<file path="config.mk">
export PLATFORM = sky130hd
export DESIGN_NAME = exe_mem_stage
export DESIGN_NICKNAME = d
export VERILOG_FILES = /design/src/rtl/exe_mem_stage.sv
export SDC_FILE = /design/constraint.sdc
export NUM_CORES = 1
export LEC_CHECK = 0
export ABC_CLOCK_PERIOD_IN_PS = 4560
export CAP_MARGIN = 20
export CORE_AREA = 8 8 149 151
export DETAILED_ROUTE_END_ITERATION = 6
export DIE_AREA = 0 0 157 159
export GPL_ROUTABILITY_DRIVEN = 0
export GPL_TIMING_DRIVEN = 0
export PLACE_DENSITY_LB_ADDON = 0.25
export SYNTH_ARGS = -nofsm -noshare
export SYNTH_HDL_FRONTEND = slang
export SYNTH_SLANG_ARGS = --single-unit
</file>
<file path="constraint.sdc">
create_clock -name clk -period 4.56 [get_ports clk]
set_input_delay 0.684 -clock clk [delete_from_list [all_inputs] [get_ports clk]]
set_output_delay 0.684 -clock clk [all_outputs]
set_load 0.03 [all_outputs]
</file>
<file path="src/rtl/exe_mem_stage.sv">
// EXE/MEM pipeline register with a req/ack data-memory port for lw/sw.
// Holds the pipeline (mem_busy) while an access is outstanding and flags misaligned or timed-out accesses.
module exe_mem_stage #(
  parameter int TIMEOUT_CYCLES = 255
) (
  input  logic        clk,
  input  logic        reset,
  input  logic        ena,
  input  logic        flush,
  input  logic [5:0]  exe_op,
  input  logic [31:0] exe_alu_result,
  input  logic [31:0] exe_mem_fetch_addr,
  input  logic [31:0] exe_GPR_rt_in,
  input  logic        exe_GPR_we,
  input  logic [4:0]  exe_GPR_waddr,
  input  logic [1:0]  exe_GPR_wdata_select,
  input  logic [31:0] exe_pc_in,
  output logic        dmem_req,
  output logic        dmem_we,
  output logic [31:0] dmem_addr,
  output logic [31:0] dmem_wdata,
  input  logic [31:0] dmem_rdata,
  input  logic        dmem_ack,
  output logic        mem_busy,
  output logic        mem_err,
  output logic        mem_GPR_we,
  output logic [4:0]  mem_GPR_waddr,
  output logic [31:0] mem_GPR_wdata,
  output logic [31:0] mem_pc_out
);

  localparam logic [5:0]  OP_LW        = 6'b100011;
  localparam logic [5:0]  OP_SW        = 6'b101011;
  localparam logic [15:0] TIMEOUT_LAST = 16'(TIMEOUT_CYCLES - 1);

  typedef enum logic {
    IDLE = 1'b0,
    REQ  = 1'b1
  } state_t;

  // Only the word address is kept; the byte offset is checked at capture and never used again.
  typedef struct packed {
    logic [5:0]  op;
    logic [31:0] alu_result;
    logic [29:0] addr_word;
    logic [31:0] rt;
    logic        we;
    logic [4:0]  waddr;
    logic [1:0]  wdata_select;
    logic [31:0] pc;
  } exe_mem_t;

  state_t      state_q, state_d;
  exe_mem_t    pipe_q, pipe_d;
  logic [31:0] load_q, load_d;
  logic [15:0] tcnt_q, tcnt_d;
  logic        err_q, err_d;

  logic is_mem_op;
  logic aligned;

  assign is_mem_op = (exe_op == OP_LW) || (exe_op == OP_SW);
  assign aligned   = (exe_mem_fetch_addr[1:0] == 2'b00);

  always_comb begin
    // NOTE: every signal gets a default before the case so no path leaves it unassigned (no latches).
    state_d = state_q;
    pipe_d  = pipe_q;
    load_d  = load_q;
    tcnt_d  = tcnt_q;
    err_d   = 1'b0;

    unique case (state_q)
      IDLE: begin
        if (ena) begin
          if (flush) begin
            pipe_d = '0;
          end else begin
            pipe_d.op           = exe_op;
            pipe_d.alu_result   = exe_alu_result;
            pipe_d.addr_word    = exe_mem_fetch_addr[31:2];
            pipe_d.rt           = exe_GPR_rt_in;
            pipe_d.we           = exe_GPR_we;
            pipe_d.waddr        = exe_GPR_waddr;
            pipe_d.wdata_select = exe_GPR_wdata_select;
            pipe_d.pc           = exe_pc_in;
            if (is_mem_op) begin
              if (aligned) begin
                state_d = REQ;
                tcnt_d  = '0;
              end else begin
                // A faulting access never reaches memory and must not write a GPR.
                pipe_d.we = 1'b0;
                err_d     = 1'b1;
              end
            end
          end
        end
      end

      REQ: begin
        // An ack on the final allowed cycle still counts as a normal completion.
        if (dmem_ack) begin
          if (pipe_q.op == OP_LW) begin
            load_d = dmem_rdata;
          end
          state_d = IDLE;
        end else if (tcnt_q == TIMEOUT_LAST) begin
          state_d   = IDLE;
          pipe_d.we = 1'b0;
          err_d     = 1'b1;
        end else begin
          tcnt_d = tcnt_q + 16'd1;
        end
      end

      default: state_d = IDLE;
    endcase
  end

  always_ff @(posedge clk) begin
    // NOTE: sequential state uses non-blocking assignments so every register samples pre-edge values.
    if (!reset) begin
      state_q <= IDLE;
      pipe_q  <= '0;
      load_q  <= '0;
      tcnt_q  <= '0;
      err_q   <= 1'b0;
    end else begin
      state_q <= state_d;
      pipe_q  <= pipe_d;
      load_q  <= load_d;
      tcnt_q  <= tcnt_d;
      err_q   <= err_d;
    end
  end

  assign dmem_req   = (state_q == REQ);
  assign mem_busy   = (state_q == REQ);
  assign dmem_we    = dmem_req && (pipe_q.op == OP_SW);
  assign dmem_addr  = {pipe_q.addr_word, 2'b00};
  assign dmem_wdata = pipe_q.rt;
  assign mem_err    = err_q;

  // Writeback is masked while busy so WB never sees a load result before it arrives.
  assign mem_GPR_we    = pipe_q.we & ~mem_busy;
  assign mem_GPR_waddr = pipe_q.waddr;
  assign mem_pc_out    = pipe_q.pc;

  always_comb begin
    mem_GPR_wdata = pipe_q.alu_result;
    unique case (pipe_q.wdata_select)
      2'b01:   mem_GPR_wdata = load_q;
      2'b10:   mem_GPR_wdata = pipe_q.pc + 32'd8;
      default: mem_GPR_wdata = pipe_q.alu_result;
    endcase
  end

endmodule

</file>
After elaboration in Yosys (flattened, before gate mapping)
Cells that the tools add are included.
{ "word_totals": {"regBits": 190, "input_bits": 179, "out_inout_bits": 138, "wordCells": 66} }
{ "classes": {"addsub": 2, "eq_ne": 14, "n_mux": 29, "bitwise": 2, "reduce_logical": 7} }
{ "op_table": {"columns": ["op", "n"], "rows": [
  ["$mux W140", 1],
  ["$mux W16", 6],
  ["$pmux W32 S2", 1],
  ["$mux W40", 1],
  ["$add A32 B4 Y32 const B", 1],
  ["$pmux W16 S2", 1],
  ["$eq A6 B6 Y1 const B", 4],
  ["$add A16 B1 Y16 const B", 1],
  ["$eq A16 B8 Y1 const B", 1],
  ["$mux W1", 16],
  ["$ne A2 B2 Y1 const B", 6],
  ["$pmux W1 S2", 3],
  ["$reduce_and A3 Y1", 2],
  ["$reduce_and A6 Y1", 1],
  ["$eq A2 B1 Y1 const B", 1],
  ["$eq A2 B2 Y1 const B", 1],
  ["$logic_not A2 Y1", 1],
  ["$ne A2 B1 Y1 const B", 1],
  ["$reduce_and A2 Y1", 1],
  ["$and A1 B1 Y1", 1],
  ["$logic_and A1 B1 Y1", 1],
  ["$logic_or A1 B1 Y1", 1],
  ["$not A1 Y1", 1]
]} }

Longest topological paths before layout
Gate-level depths: netlist of run 1.
{ "depth": {"ltp_word": 6, "depth_mapped": 9} }

Worst setup path before layout of run 1
No wires, ideal clock.
{ "synth_path": {"kind": "register -> output", "startpoint": "register pipe_q (netlist bit mem_pc_out[8])", "endpoint": "output mem_GPR_wdata[28]", "t_arrival_ps": 2004, "t_required_ps": 3876, "slack_ps": 1872, "stages_incl_launch_ff": 6, "cell_sequence": "dfxtp_1 -> nand4_2 -> nor4_2 -> nand3_1 -> mux2i_1 -> a221oi_1"} }
{ "synth_via": {"elab_chain_len": 2} }
{ "synth_lines": {"columns": ["item", "line_no", "text"], "rows": [
  ["from (decl)", "54", "exe_mem_t pipe_q, pipe_d;"],
  ["from (signal assigned)", "131", "pipe_q <= pipe_d;"],
  ["$add A32 B4 Y32", "154", "2'b10: mem_GPR_wdata = pipe_q.pc + 32'd8;"],
  ["$pmux W32 S2", "152", "unique case (pipe_q.wdata_select)"],
  ["to (decl)", "28", "output logic [31:0] mem_GPR_wdata,"]
]} }
Every way passes these cells.

Worst setup path in the final report of run 1
{ "layout_path": {"startpoint": "register pipe_q (netlist bit mem_pc_out[3])", "endpoint": "output mem_GPR_wdata[31]"} }
Same word-level chain as after synthesis.

==> impl_metrics.ini, run 1 <==
[floorplanning]
die_area_um2 = 25000
fp.dieW_um = 157
io-pin-count = 317
start_util = 0.492
fp-row-count = 52
die_y_um = 159
coreArea_um2 = 19800

[logic_synthesis]
synth_async_sr_flop_share = 0
yosys-top-cells-area = dfxtp_1, and3_1, nor2b_1, buf_4, a21oi_1
yosys_warnings = 0
yosysSeqAreaShare = 0.389
synthCells = 1192
ys_seq_elements = 190
syn_area_per_cell_um2 = 8.19
yosysTopAreaCell = dfxtp_1
synth-main-ff-cell = dfxtp_1
synth_top_cell_area_share = 0.389
post_synth_num_cell_types = 56
syn_area_um2 = 9770
synth_edf_count = 0

[clock_network]
cts_buffer_depth = 2
ctsHoldBuffers = 0
cts_tree = done
clk_pin_slew_ns = 0.07
htree_levels = 4
cts-root-buf = clkbuf_16
clk-insertion-delay-late_ns = 0.44
cts_buffers = 17
postCtsSetupBuffers = 0
cts_resized = 0
cts_sinks = 190

[status]
status = complete, no violations

[sta]
min_period_ns = 4.11
setup_viol = 0
relSlewSlack = 0.497
worst_slew_pin_slew_ns = 0.746
clock_skew_ns = 0.0110
whs_ns = 0.458
drv_slew = 0
setup-tns-final_ns = 0
timing.final.crit_share = 0.902
max_freq_mhz = 243
hold_viol = 0
rsz0062_at_grt = false

[worst_setup_path]
critical-path-top-delay-family = simple AND/OR/NAND/NOR gates
crit_chain = ha_1, nand3_1, nor4_4, nand4_1, xor2_1, o221ai_2, clkdlybuf4s50_1
worst-r2r-cell-count = 5
cp-start-kind = register
r2r_end = tcnt_q[8]
worstReg2RegStart = dmem_req
critPathMaxFanout = 8
critical_path_buf_inv_count = 1
worstPathArrival_ns = 3.43
critical_path.endpoint_type = primary output
crit_type = register to primary output
reg2reg_slack_ns = 2.54
slowest_stage = clkdlybuf4s50_1
critPathRequiredTime_ns = 3.88
cpPeakStageDelay_ns = 0.77

[hold_path]
whs_endpoint = load_q[5]
min_from = load_q[5]
hold_class = register to register
min_path_cells = 2

[drt]
dr.first_iter.drc_count = 552
routed_wl_mm = 34.5
dr.pass1.iters = 5
vias = 9680
drc = 0
ant_nets = 0
wl_per_cell_um = 19.0
vias_per_cell = 5.34

[finish]
area_delta_synth_final_pct = 41.7
mostFrequentLayoutCells = clkdlybuf4s50_1, dfxtp_1, and3_1, a21oi_1, nor2b_1
layout_commonest_cell = clkdlybuf4s50_1
fillers = 1655
final_cells = 1813
fin_nets = 1709
drive_gt1_frac = 0.107

[flow_run]
cap_violations = 0

[power_and_ir_drop]
ir_worst_vdd_mv = 0.266
leakage_nw = 5.59
power_density_nw_per_um2 = 285
power.total_w = 0.00394

[place]
port_buffers = 313
dp_hpwl_mm = 26.3
dp.cells = 1776

[global_routing]
grtUsageTotal = 0.268
grt_max_degree = 17
grt_pass1_wl_mm = 52.4
overflow = 0
antenna_found_initial = 6
grt_pass1_vias = 9603
worst register-to-register path, cell delays in order, from the launching register on:
cell	delay, ns
dfxtp_1	0.39
or3b_1	0.44
o41ai_2	0.62
a21oi_1	0.14
o21ai_0	0.22
o41ai_1	0.10
layer usage:
metal,wire length (µm),GRT usage,vias to the layer above
met5,8,0,-
met4,1050,0.115,2
met3,2910,0.0825,73
met2,16900,0.457,371
met1,13600,0.304,4575
li1,-,-,4659
cells by family (layout without fill, tap and decap cells):
| logic type | after synthesis | in the layout | synth area share |
|---|---|---|---|
| buf+inv | 207 | 552 | 0.123 |
| other cells | 1 | 7 | 0.000384 |
| fa+ha+maj | 5 | 5 | 0.00641 |
| mux | 2 | 2 | 0.00205 |
| simple gates | 511 | 511 | 0.291 |
| flops | 190 | 190 | 0.389 |
| xor+xnor | 30 | 30 | 0.0269 |
| compound gates | 246 | 246 | 0.161 |
how the worst max path moves through the flow:
stage | depth (start not counted) | to | start | slack (ns)
after global placement | 7 | mem_GPR_wdata[31] | mem_pc_out[3] | 1.01
after detailed placement | 7 | mem_GPR_wdata[31] | mem_pc_out[3] | 0.95
final | 7 | mem_GPR_wdata[31] | mem_pc_out[3] | 0.45
after global routing | 7 | mem_GPR_wdata[31] | mem_pc_out[3] | 0.37
after CTS | 7 | mem_GPR_wdata[31] | mem_pc_out[3] | 0.48
after floorplan | 5 | mem_GPR_wdata[28] | mem_pc_out[8] | 1.87
metrics by stage:
stage	instance area [µm²]	utilization	setup slack [ns]
after floorplan	9770	-	1.87
after global placement	13200	0.667	1.01
after detailed placement	13200	0.667	0.953
after CTS	13800	0.697	0.475
after global routing	13800	0.697	0.365
final	13800	0.697	0.448
cell type report:
cell class | count | area [µm²] | area share
Tap cell | 270 | 338 | 0.0244
Clock buffer | 20 | 457 | 0.0330
Clock inverter | 12 | 131 | 0.00949
Antenna cell | 5 | 12.5 | 0.000904
Inverter | 13 | 48.8 | 0.00353
Sequential cell | 190 | 3800 | 0.275
Buffer | 194 | 1150 | 0.0830
Timing Repair Buffer | 313 | 3130 | 0.226
Multi-Input combinational cell | 796 | 4770 | 0.345
power by group:
| part | switching (W) | internal, W | total, W | leakage, nW |
|---|---|---|---|---|
| sequential | 0.0000370 | 0.00171 | 0.00174 | 1.55 |
| combinational | 0.000333 | 0.000350 | 0.000683 | 3.75 |
| clock | 0.000677 | 0.000842 | 0.00152 | 0.291 |
registers in the layout, summed over array words and instances, names as in the netlist:
| register | count |
|---|---|
| dmem_wdata | 32 |
| pipe_q | 41 |
| tcnt_q | 16 |
| mem_err | 1 |
| mem_GPR_waddr | 5 |
| mem_pc_out | 32 |
| dmem_req | 1 |
| load_q | 32 |
| dmem_addr | 30 |
cell usage after synthesis, types with 12 or more instances:
library cell and number:
a21oi_1 135, buf_4 102, clkbuf_1 72, buf_2 18
nand4_1 12, nor2b_1 133, and3_1 144, o221ai_1 13
nand3_1 25, inv_1 13, o21ai_0 13, nor2_1 27
xor2_1 24, a21boi_1 27, nand2_1 130, dfxtp_1 190
No activity file was read; power rests on OpenSTA's default activity.
==> run 2, diff against run 1 <==
--- a/config.mk
+++ b/config.mk
@@ -12,7 +12,8 @@
 export DIE_AREA = 0 0 157 159
 export GPL_ROUTABILITY_DRIVEN = 0
 export GPL_TIMING_DRIVEN = 0
-export PLACE_DENSITY_LB_ADDON = 0.25
+export HOLD_SLACK_MARGIN = 0.12
+export PLACE_DENSITY = 0.94
 export SYNTH_ARGS = -nofsm -noshare
 export SYNTH_HDL_FRONTEND = slang
 export SYNTH_SLANG_ARGS = --single-unit
==> impl_metrics.ini, run 2 (synthesis gave the netlist of run 1 again) <==
[clock_network]
htree_levels = 4
cts_resized = 0
cts_sinks = 190
cts_buffer_depth = 2
cts_tree = done
cts_buffers = 17
clk-insertion-delay-late_ns = 0.43
postCtsSetupBuffers = 0
ctsHoldBuffers = 0
cts-root-buf = clkbuf_16
clk_pin_slew_ns = 0.07

[global_routing]
antenna_found_initial = 0
grt_pass1_vias = 10100
overflow = 0
grt_max_degree = 18
grt_pass1_wl_mm = 54.5
grtUsageTotal = 0.278

[worst_setup_path]
critical_path.endpoint_type = primary output
crit_type = register to primary output
critPathRequiredTime_ns = 3.88
worstPathArrival_ns = 3.38
critPathMaxFanout = 8
cp-start-kind = register

[sta]
relSlewSlack = 0.448
timing.final.crit_share = 0.892
setup_viol = 0
hold_viol = 0
clock_skew_ns = 0.00967
rsz0062_at_grt = false
max_freq_mhz = 246
min_period_ns = 4.07
worst_slew_pin_slew_ns = 0.828
setup-tns-final_ns = 0
drv_slew = 0

[finish]
mostFrequentLayoutCells = clkdlybuf4s50_1, dfxtp_1, and3_1, a21oi_1, nor2b_1
drive_gt1_frac = 0.108
insertedDiodeCount = 0
largest_register_ffs = 41
area_delta_synth_final_pct = 42.2
stdcell_area_um2 = 13900
top_register = pipe_q
fin_nets = 1709
layout_commonest_cell = clkdlybuf4s50_1
fillers = 1491

[floorplanning]
start_util = 0.492
fp-row-count = 52
die_area_um2 = 25000
fp.dieW_um = 157
die_y_um = 159
io-pin-count = 317
coreArea_um2 = 19800

[place]
port_buffers = 313
dp_hpwl_mm = 27.2
post_dp_cell_area_um2 = 13200

[power_and_ir_drop]
power_density_nw_per_um2 = 294
ir_worst_vdd_mv = 0.258
leakage_nw = 5.61

[drt]
routed_wl_mm = 35.8
dr.pass1.iters = 7
drc = 0
ant_nets = 0
wl_per_cell_um = 19.8
vias_per_cell = 5.50
dr.first_iter.drc_count = 840
vias = 9939

[flow_run]
cap_violations = 0

[hold_path]
hold_class = register to register

[status]
status = complete, no violations
run 2: changes by cell type in the layout (fill, tap and decap cells not counted), sizes merged:
cell / previous run / this run
diode: 5 / 0
bufinv: 2 / 4
clkinvlp: 1 / 3
inv: 17 / 18
clkinv: 5 / 2
clkbuf: 92 / 90
run 2: through the flow:
step | std cells | hold WS (ns) | utilization | total power, W | setup WS, ns
after detailed placement | 1776 | 0.445 | 0.667 | 0.00246 | 1.04
after global routing | 1808 | 0.473 | 0.700 | 0.00421 | 0.338
after floorplan | 1193 | 0.435 | - | 0.00212 | 1.87
after global placement | 1776 | 0.440 | 0.667 | 0.00245 | 1.10
after CTS | 1808 | 0.458 | 0.700 | 0.00409 | 0.530
final | 1808 | 0.456 | 0.700 | 0.00408 | 0.492
run 2: path summary, 6_finish.rpt:
check,slack [ns],depth (start not counted),endpoint,start
worst min register to register,0.46,2,load_q[27],load_q[27]
worst min-delay path,0.46,2,load_q[27],load_q[27]
worst max-delay path,0.49,7,mem_GPR_wdata[31],mem_pc_out[3]
worst max register to register,2.44,6,mem_pc_out[0],dmem_req
run 2: power by group:
group	total, W	internal (W)	switching [W]
combinational	0.000686	0.000350	0.000336
sequential	0.00174	0.00171	0.0000393
clock	0.00165	0.000947	0.000702
run 2: layout make-up:
class | instances | area (µm²) | area share
clock buffers | 18 | 439 | 0.0316
flip-flops and latches | 190 | 3800 | 0.274
inverters | 13 | 48.8 | 0.00351
well taps | 270 | 338 | 0.0243
repair buffers | 313 | 3130 | 0.226
multi-input cells | 796 | 4770 | 0.343
plain buffers | 194 | 1150 | 0.0827
clock inverters | 14 | 205 | 0.0148
run 2: worst max-delay path, stage by stage, from the launching register on:
cell and delay [ns]:
dfxtp_1 0.44, ha_1 0.23, nand3_1 0.31, nor4_4 0.57
nand4_1 0.27, xor2_1 0.21, o221ai_2 0.17, clkdlybuf4s50_1 0.76
run 2: metal layers:
layer,track usage,wire (µm),vias to the layer above,part of all wire
li1,-,-,4650,-
met1,0.318,13500,4599,0.38
met2,0.474,17200,584,0.48
met3,0.0692,3580,106,0.10
met4,0.137,1510,0,0.042
met5,0,0,-,0
==> run 3, diff against run 2 <==
==> config.mk (replaced) <==
export PLATFORM = sky130hd
export DESIGN_NAME = exe_mem_stage
export DESIGN_NICKNAME = d
export VERILOG_FILES = /design/src/rtl/exe_mem_stage.sv
export SDC_FILE = /design/constraint.sdc
export NUM_CORES = 1
export LEC_CHECK = 0
export ABC_CLOCK_PERIOD_IN_PS = 4000
export CAP_MARGIN = 20
export CORE_AREA = 4 4 150 152
export DETAILED_ROUTE_END_ITERATION = 6
export DIE_AREA = 0 0 154 156
export GPL_ROUTABILITY_DRIVEN = 0
export GPL_TIMING_DRIVEN = 0
export HOLD_SLACK_MARGIN = 0.12
export PLACE_DENSITY = 0.89
export SYNTH_ARGS = -nofsm -noshare
export SYNTH_HDL_FRONTEND = slang
export SYNTH_SLANG_ARGS = --single-unit
==> constraint.sdc (replaced) <==
create_clock -name clk -period 4 [get_ports clk]
set_input_delay 0.6 -clock clk [delete_from_list [all_inputs] [get_ports clk]]
set_output_delay 0.6 -clock clk [all_outputs]
set_load 0.03 [all_outputs]
==> impl_metrics.ini, run 3 (synthesis gave the netlist of run 1 again) <==
[finish]
layout_commonest_cell = clkdlybuf4s50_1
area_delta_synth_final_pct = 42.1
top_register = pipe_q
fin_nets = 1709
drive_gt1_frac = 0.106
largest_register_ffs = 41
insertedDiodeCount = 0
mostFrequentLayoutCells = clkdlybuf4s50_1, dfxtp_1, and3_1, a21oi_1, nor2b_1
fillers = 1686

[power_and_ir_drop]
power_density_nw_per_um2 = 333
leakage_nw = 5.61
ir_worst_vdd_mv = 0.270

[clock_network]
clk-insertion-delay-late_ns = 0.43
htree_levels = 4
cts_sinks = 190
cts_tree = done
postCtsSetupBuffers = 0
cts_buffers = 17
cts-root-buf = clkbuf_16
clk_pin_slew_ns = 0.07
cts_buffer_depth = 2

[worst_setup_path]
crit_type = register to primary output
r2r_end = dmem_wdata[31]
startpoint = mem_pc_out[3]
reg2reg_slack_ns = 1.74
cp-start-kind = register
worst-r2r-cell-count = 6
worstReg2RegStart = dmem_req
critical_path.endpoint_type = primary output
critPathMaxFanout = 8
critPathRequiredTime_ns = 3.40
worstPathArrival_ns = 3.24

[drt]
wl_per_cell_um = 19.1
ant_nets = 0
vias_per_cell = 5.45
drc = 1
dr.first_iter.drc_count = 757
vias = 9870
routed_wl_mm = 34.5
dr.pass1.iters = 7

[floorplanning]
fp.dieW_um = 154
die_area_um2 = 24000
start_util = 0.465
coreArea_um2 = 21000
io-pin-count = 317
die_y_um = 156
fp-row-count = 53

[status]
violations = DRC
status = finished, violations left

[place]
port_buffers = 313
dp_hpwl_mm = 25.8
dp_slack_ns = 0.580

[flow_run]
cap_violations = 0

[sta]
worst_slew_pin_slew_ns = 0.876
setup_slack_ns = 0.158
max_freq_mhz = 260
hold_viol = 0
timing.final.crit_share = 0.961
clock_skew_ns = 0.00980
setup_viol = 0
min_period_ns = 3.84
relSlewSlack = 0.416
drv_slew = 0
setup-tns-final_ns = 0
rsz0062_at_grt = false

[hold_path]
hold_class = register to register
whs_endpoint = load_q[12]
min_from = load_q[12]
min_path_cells = 2

[global_routing]
grt_pass1_wl_mm = 52.3
grt_pass1_vias = 9939
grtUsageTotal = 0.273
overflow = 0
grt_max_degree = 17
antenna_found_initial = 1
-- run 3: layer usage --
| metal | share of wire | vias up | GRT usage | wire (µm) |
|---|---|---|---|---|
| met5 | 0.00038 | - | 0 | 13 |
| met4 | 0.040 | 2 | 0.116 | 1370 |
| met3 | 0.089 | 98 | 0.0735 | 3090 |
| met2 | 0.48 | 503 | 0.473 | 16600 |
| met1 | 0.39 | 4627 | 0.319 | 13500 |
| li1 | - | 4640 | - | - |
-- run 3: critical path, cell delays in order (launching register included) --
cell,delay [ns]
dfxtp_1,0.45
ha_1,0.22
nand3_1,0.30
nor4_4,0.49
nand4_1,0.23
xor2_1,0.20
o221ai_2,0.15
clkdlybuf4s50_1,0.76
-- run 3: worst max-delay path by stage --
| stage | endpoint | slack [ns] | cells after the start |
|---|---|---|---|
| after global routing | mem_GPR_wdata[31] | 0.02 | 7 |
| after CTS | mem_GPR_wdata[31] | 0.11 | 7 |
| final | mem_GPR_wdata[31] | 0.16 | 7 |
| after floorplan | mem_GPR_wdata[28] | 1.40 | 5 |
| after detailed placement | mem_GPR_wdata[31] | 0.58 | 7 |
| after global placement | mem_GPR_wdata[31] | 0.63 | 7 |
-- run 3: repair_timing --
| item | 4_1_cts | 5_1_grt |
|---|---|---|
| setup endpoints to repair | 0 | 1 |
| hold endpoints to repair | 0 | 0 |
| hold buffers | 0 | 0 |
| gates resized for setup | 0 | 0 |
-- run 3: power by group --
group,switching (W),total (W),internal [W]
combinational,0.000383,0.000782,0.000400
sequential,0.0000454,0.00199,0.00195
clock,0.000755,0.00185,0.00109
total,0.00118,0.00462,0.00344
-- run 3: cell type report --
| class | count | area [µm²] | area share |
|---|---|---|---|
| repair buffers | 313 | 3130 | 0.226 |
| plain buffers | 194 | 1150 | 0.0828 |
| well taps | 275 | 344 | 0.0248 |
| inverters | 13 | 48.8 | 0.00352 |
| clock inverters | 9 | 159 | 0.0115 |
| multi-input cells | 796 | 4770 | 0.344 |
| clock buffers | 21 | 470 | 0.0339 |
| flip-flops and latches | 190 | 3800 | 0.274 |
-- run 3: metrics by stage --
stage | std cells | cell area [µm²] | hold slack (ns) | util | total power, W
floorplan | 1193 | 9770 | 0.435 | - | 0.00242
global placement | 1781 | 13200 | 0.441 | 0.630 | 0.00279
detailed placement | 1781 | 13200 | 0.446 | 0.630 | 0.00280
CTS | 1811 | 13900 | 0.457 | 0.660 | 0.00462
global route | 1811 | 13900 | 0.478 | 0.660 | 0.00475
finish | 1811 | 13900 | 0.458 | 0.660 | 0.00462
==> patch: new RTL, settings of run 2 <==
The output `mem_err` loses its register stage (`err_q` becomes a continuous assignment).
--- a/src/rtl/exe_mem_stage.sv
+++ b/src/rtl/exe_mem_stage.sv
@@ -125,15 +125,15 @@
       pipe_q  <= '0;
       load_q  <= '0;
       tcnt_q  <= '0;
-      err_q   <= 1'b0;
     end else begin
       state_q <= state_d;
       pipe_q  <= pipe_d;
       load_q  <= load_d;
       tcnt_q  <= tcnt_d;
-      err_q   <= err_d;
     end
   end
+
+  assign err_q = err_d;
 
   assign dmem_req   = (state_q == REQ);
   assign mem_busy   = (state_q == REQ);
Function: changed (a bounded check fails within 4 cycles, from zero or initial values and one cycle with reset low).
==> patch against run 2 <==
Sequential share of layout area grew 0.45 points; final area is 2.1% lower; sequential cell count fell by 1; largest power group unchanged; worst setup slack worse by 0.22 ns; power is 2.9% lower; global-route usage shrank 0.78 points; clock skew shrank 0.00051 ns; synthesized area is 2.9% lower; wire length decreased by 2.6%; critical path type unchanged.
==> patch: results (changes against run 2) <==
[layout]
nFillCells = 1547  ; +3.8%
largest_register = pipe_q
nets = 1722  ; +0.76%
drive_above_1_share_pct = 9.48  ; -1.3 points

[critical_path]
cp_slowest_cell = nor3_1
rr_endpoint = pipe_q[115]$_SDFFE_PN0P_
worstPathArrival_ns = 3.60  ; +0.22 ns
crit_start = mem_pc_out[6]$_SDFFE_PN0P_
worstPathMaxFanout = 7  ; -1
rrSetupSlack_ns = 1.85  ; -0.59 ns

[power_and_ir_drop]
power.internal_mw = 2.92  ; -2.7%
leakage_nw = 4.71  ; -16%
p_clk_mw = 1.57  ; -5%
pwr-share-comb_pct = 16.6  ; -0.2 points
ir_drop_mv = 0.266  ; +3.0%
powerDensity_nw_per_um2 = 292  ; -0.80%

[detailed_routing]
met2_wirelength_mm = 16.5  ; -4.3%
drt-met1-wl_mm = 13.5  ; +0.10%
post_drt_wl_per_cell_um = 19.1  ; -3.4%
routed.top_layer = met5
wl_met3_mm = 3.24  ; -9.7%
dr.first_iter.drc_count = 762  ; -9.3%
vias_per_cell = 5.59  ; +1.7%
routed_wirelength_mm = 34.9  ; -2.6%

[synthesis]
synth_area_leaders = dfxtp_1 (40%), nand3b_1 (11%), nand2_1 (11%)
postSynthAreaPerCell_um2 = 7.87  ; -3.9%
yosys-top-cells-count = nand2_1 (277), dfxtp_1 (189), a21oi_1 (179), nand3b_1 (139), buf_4 (102)
seq_area_frac_synth_pct = 39.9  ; +0.96 points
synth_cell_types = 53  ; -5.4%

[cts]
cts_resized = 0  ; unchanged
cts-root-buf = clkbuf_16

[placed_design]
placed_area_um2 = 13000  ; -2.1%
portBuffers = 314  ; +0.32%
placed_cells = 1789  ; +0.73%
dp_slack_ns = 0.847  ; -0.191 ns

[global_route]
grt_pass1_vias = 9941  ; -1.4%
grt_usage_pct = 27.0  ; -0.78 points
grt_max_degree = 17  ; -1
grt_first_pass_wirelength_mm = 53.6  ; -1.6%
antenna_found_initial = 4  ; +4

[hold_path]
hp-start = pipe_q[130]$_SDFFE_PN0P_
hold-path-endpoint = pipe_q[130]$_SDFFE_PN0P_

[outcome]
status = complete, no violations

[timing]
max_clock_freq_ghz = 0.233  ; -5.1%
whs_ns = 0.450  ; -0.00611 ns
max_slew_margin_pct = 24.9  ; -20 points
fin_skew_ns = 0.00916  ; -0.000510 ns

[patch: area by class of cell]
class,instances,area [um2],share of cell area [%]
Antenna cell,3,7.51,0.0552
Buffer,193,1120,8.26
Clock buffer,20,457,3.36
Clock inverter,12,159,1.17
Inverter,13,48.8,0.359
Multi-Input combinational cell,810,4530,33.3
Sequential cell,189,3780,27.8
Tap cell,270,338,2.49
Timing Repair Buffer,314,3140,23.1
[patch: logic make-up (layout without fill, tap and decap cells)]
family,count (synthesis),count (layout),synth area share [%]
AOI/OAI and AO/OA,251,251,15.3
buffers and inverters,206,552,12.4
adders and majority gates,5,5,0.660
DFF,189,189,39.9
other,1,5,0.0396
and+or+nand+nor,525,525,29.2
muxes,1,1,0.106
xor gates and xnor gates,26,26,2.40
[patch: per-layer routing]
layer / GRT usage (%) / vias up
met5: 0 / -
met4: 14.5 / 2
met3: 7.49 / 110
met2: 44.8 / 530
met1: 31.0 / 4837
li1: - / 4720
